### src/rtl/test_dma_pkg.sv
// Shared types and defaults for the test-memory DMA initiator.
package test_dma_pkg;

  localparam int PATTERN_WIDTH_DEFAULT  = 8;
  localparam int TIMEOUT_CYCLES_DEFAULT = 4096;

  typedef enum logic [1:0] {
    ST_IDLE   = 2'd0,
    ST_REQ    = 2'd1,
    ST_XFER   = 2'd2,
    ST_FINISH = 2'd3
  } state_t;

  function automatic logic [23:0] min24(input logic [23:0] a, input logic [23:0] b);
    return (a < b) ? a : b;
  endfunction

endpackage

### src/rtl/test_dma_initiator_pattern_gen.sv
// Incrementing pattern source: loads a seed, advances by one, wraps mod 2**WIDTH.
module pattern_gen
  import test_dma_pkg::*;
#(
  parameter int WIDTH = PATTERN_WIDTH_DEFAULT
) (
  input  logic             clk,
  input  logic             rst,
  input  logic             load,
  input  logic [WIDTH-1:0] seed,
  input  logic             advance,
  output logic [WIDTH-1:0] value
);

  always_ff @(posedge clk) begin
    if (rst) begin
      value <= '0;
    end else if (load) begin
      value <= seed;
    end else if (advance) begin
      value <= value + WIDTH'(1);
    end
  end

endmodule

### config.mk
export PLATFORM = sky130hd
export DESIGN_NAME = pattern_gen
export DESIGN_NICKNAME = d
export VERILOG_FILES = /design/src/rtl/test_dma_pkg.sv /design/src/rtl/test_dma_initiator_pattern_gen.sv
export SDC_FILE = /design/constraint.sdc
export NUM_CORES = 1
export LEC_CHECK = 0
export ABC_AREA = 1
export ABC_CLOCK_PERIOD_IN_PS = 1500
export CAP_MARGIN = 40
export CORE_AREA = 8 8 45 47
export CTS_CLUSTER_DIAMETER = 30
export DETAILED_ROUTE_END_ITERATION = 7
export DIE_AREA = 0 0 53 55
export PLACE_DENSITY = 0.7
export SYNTH_ARGS = -nofsm -noshare
export SYNTH_HDL_FRONTEND = slang
export SYNTH_SLANG_ARGS = --single-unit
### constraint.sdc
create_clock -name clk -period 1.5 [get_ports clk]
set_input_delay 0.3 -clock clk [delete_from_list [all_inputs] [get_ports clk]]
set_output_delay 0.3 -clock clk [all_outputs]
set_load 0.01 [all_outputs]
==> summary.md <==
The critical path goes through clkdlybuf4s50_1. The worst register-to-register path begins at value[1]. The power density over the cells works out to 732 nW/um^2. Synthesis produced a netlist with a net count of 83. Static timing analysis puts the maximum clock frequency at 0.708 GHz. The critical path depth in cells came out at 1.

The flow ran to the end, and the final reports show no timing, DRC or antenna violations. The wire length of the first global-routing pass is 2.15 mm, and the internal reg-to-reg setup slack is 0.30 ns. The number of buffers added to fix hold violations after cts was 0. TritonCTS built the clock tree. The clock arrives with 0.00919 ns of skew. The total number of placement rows was 14. The mean instance size in the synthesized netlist is 6.99 sq um, and the routed via count divided by cell count is 4.85.

In the layout the commonest cells are sky130_fd_sc_hd__nand2_1 (16), sky130_fd_sc_hd__clkdlybuf4s50_1 (12), sky130_fd_sc_hd__inv_1 (7), sky130_fd_sc_hd__dfxtp_1 (6). The leakage power was 0.342 nW. The critical path required time came out at 1.20 ns. The clock net in this run drives a total of 8 sinks. The routed via count was 533. Counting flops and latches in the post-synthesis netlist gives 8.

The critical path endpoint category was an output pin. Clock tree synthesis inserted a total of 3 buffers. The register with the most flip-flops in the layout has 8 of them. The run gives 143 as the total of fill cells in the finished design.

STA puts the critical path data arrival time at 1.11 ns. Synthesis produced a netlist whose cell count is 70. Summed over all layers, the routed wires come to 1.27 mm.

The type of the setup path with the least slack was reg -> out. Clock latency on the worst-skew pair: 0.26 ns. The number of cells on the worst reg-to-reg path is 6, and the highest net fanout along the worst path is 2. The min-delay analysis places its worst path in the category reg -> reg.

After detailed routing, the number of remaining DRC violations is 0. For this design, the slowest cell found on the critical path is sky130_fd_sc_hd__clkdlybuf4s50_1. After the first detailed-routing iteration, the DRC count stood at 14. On the worst path, the slowest cell contributes a delay of 0.54 ns. The floorplan step defined a die boundary enclosing 2920 sq um. The core region is 1380 sq um.

Routed length per instance: 11.5 microns. The largest registers in the layout are value: 8 flops. In this run the count of I/O pins placed on the die edge is 20.

The share of the Yosys chip area taken by registers is 32.7%. Buffers added to address setup during post-CTS repair amount to 0. The tools report the startpoint of the most critical hold path as value[7].

The tools report the synthesis warning total as 0. The path with the worst hold slack has its endpoint at value[7]. The worst-case IR drop observed on VDD is 0.382 mV.

Most common cell after layout, fill and taps aside: sky130_fd_sc_hd__nand2_1. The run gives 0.822 as the routability-driven placement congestion ratio. In the final layout, the share of cells above drive strength 1 is 19.1%. Proportion of netlist area held by the largest area contributor: 32.7%. The endpoint identified for the worst register-to-register timing path is value[4].

The logs give 0 for the count of endpoints failing hold in the final timing report and 1 for the number of H-tree branching levels. The number of buffers on the longest clock path was 2. Setup slack after layout: 0.0884 ns. The first detailed-routing pass took 4 iterations. The initial antenna violation count came out at 0.

Of the available clock period, the critical path in the final layout requires 94.1%. For this configuration, the core starts out at a cell density of 35.4%. The height of the die came out at 55 microns.

Overall power consumption after layout is estimated at 0.538 mW. The tools report the final HPWL from detailed placement as 1.01 mm. Measured along the x axis, the die boundary spans 53 microns. The run gives 496 as the number of global-route vias before repair. Number of stages on the worst hold path: 4. Ranked by total cell area, the synthesized netlist is headed by sky130_fd_sc_hd__dfxtp_1 (33%), sky130_fd_sc_hd__nand2_1 (12%), sky130_fd_sc_hd__a22oi_1 (6.1%). 0 antenna diodes ended up in the layout. The clock transition at the registers of the reported paths was 0.06 ns; the number of antenna-violating nets in the routed design was 0. The tools report the max-slew violation count as 0. Synthesis instantiated 20 different standard cells from the library.

Before CTS, the worst setup slack after placement is 0.0500 ns. At the pin with the least slew margin, the transition time is 0.275 ns. Entering global routing, the biggest net connects 7 pins.

The root buffer cell chosen for the clock tree is sky130_fd_sc_hd__clkbuf_4. After global routing the overflow that remains totals 0. For the final layout net count, the log shows 109. Across the run, the number of max-cap violations was 0.

Setup violations remaining at the end of the flow were counted as 0. The number of buffers and inverters on the critical path came out at 1. The nature of the critical path startpoint is a flop. After routing, the total negative slack on setup checks comes to 0 ns. Ranked by flip-flop count, first place goes to value. After layout, the minimum clock period comes to 1.41 ns. Compared with the post-synthesis result, the final layout area differs by 50.1%. Port buffering added 19 buffers. Setup repair after global routing left no endpoint under its margin. For the overall global routing resource usage, the log shows 9.95%. Largest area contributor in the netlist: sky130_fd_sc_hd__dfxtp_1. The logs give 489 sq um for the summed instance area of the synthesized netlist and 81.6% for the normalized max-slew margin.

The cell family contributing the most delay on the critical path is buffers and inverters.
[cell usage after synthesis]
cell type / count
sky130_fd_sc_hd__nor2_1: 5
sky130_fd_sc_hd__ha_1: 1
sky130_fd_sc_hd__nand2_1: 16
sky130_fd_sc_hd__a22oi_1: 4
sky130_fd_sc_hd__buf_6: 1
sky130_fd_sc_hd__o21ai_0: 2
sky130_fd_sc_hd__inv_2: 2
sky130_fd_sc_hd__o21bai_1: 2
sky130_fd_sc_hd__nor2_2: 3
sky130_fd_sc_hd__dfxtp_1: 8
sky130_fd_sc_hd__nand4_1: 1
sky130_fd_sc_hd__o21ai_1: 1
sky130_fd_sc_hd__inv_1: 7
sky130_fd_sc_hd__a21oi_1: 5
sky130_fd_sc_hd__o211ai_1: 1
sky130_fd_sc_hd__nand3_1: 5
sky130_fd_sc_hd__nand2_2: 2
sky130_fd_sc_hd__a21oi_2: 1
sky130_fd_sc_hd__nand3_2: 2
sky130_fd_sc_hd__xor2_1: 1
[routing by layer]
layer  GRT usage (%)  share of wire (%)  up-vias
li1                -                  -      281
met1            11.6                 45      229
met2            14.8                 45       18
met3            3.21                6.6        5
met4            7.76                2.8        0
met5               0                  0        -
[final cells by class]
type / instances / area [sq um] / area share (%)
Clock buffer: 3 / 22.5 / 3.07
Tap cell: 16 / 20.0 / 2.73
Multi-Input combinational cell: 52 / 284 / 38.7
Sequential cell: 8 / 163 / 22.1
Inverter: 9 / 33.8 / 4.60
Timing Repair Buffer: 22 / 211 / 28.8
[report_power, final]
part           switching, mW  total [mW]  leakage, nW  internal, mW
registers             0.0160       0.243       0.0669         0.228
logic                 0.0541       0.122        0.261        0.0675
clock network         0.0805       0.173       0.0138        0.0921
total                  0.151       0.538        0.342         0.387
[cell families (layout without fill, tap and decap cells)]
group	after synthesis	count (layout)	synth area share, %
AO/OA/AOI/OAI	16	16	20.7
buffers and inverters	10	34	9.21
adder cells (fa/ha/maj)	1	1	2.56
AND/OR/NAND/NOR	34	34	33.0
XOR/XNOR	1	1	1.79
flip-flops	8	8	32.7
[what timing repair did]
action / in CTS / in global routing
gates resized for setup: 7 / 2
setup endpoints to repair: 7 / 2
endpoints found under the hold margin: 0 / 0
[per-stage QoR]
stage | util (%) | hold WS, ns | area, sq um | instances
after floorplan | - | 0.362 | 489 | 70
after global placement | 51.4 | 0.565 | 711 | 107
after detailed placement | 51.4 | 0.579 | 711 | 107
after CTS | 52.7 | 0.581 | 729 | 110
after global routing | 53.1 | 0.625 | 734 | 110
final | 53.1 | 0.578 | 734 | 110
[worst max-delay path by stage]
stage	startpoint	end	slack [ns]
final	value[2]	value[2]	0.09
after global routing	value[2]	value[2]	0.02
after CTS	value[0]	value[0]	0.007
after detailed placement	advance	value[4]	0.05
after global placement	load	value[0]	0.05
after floorplan	value[0]	value[4]	0.35
(Power assumes the default switching activity.)
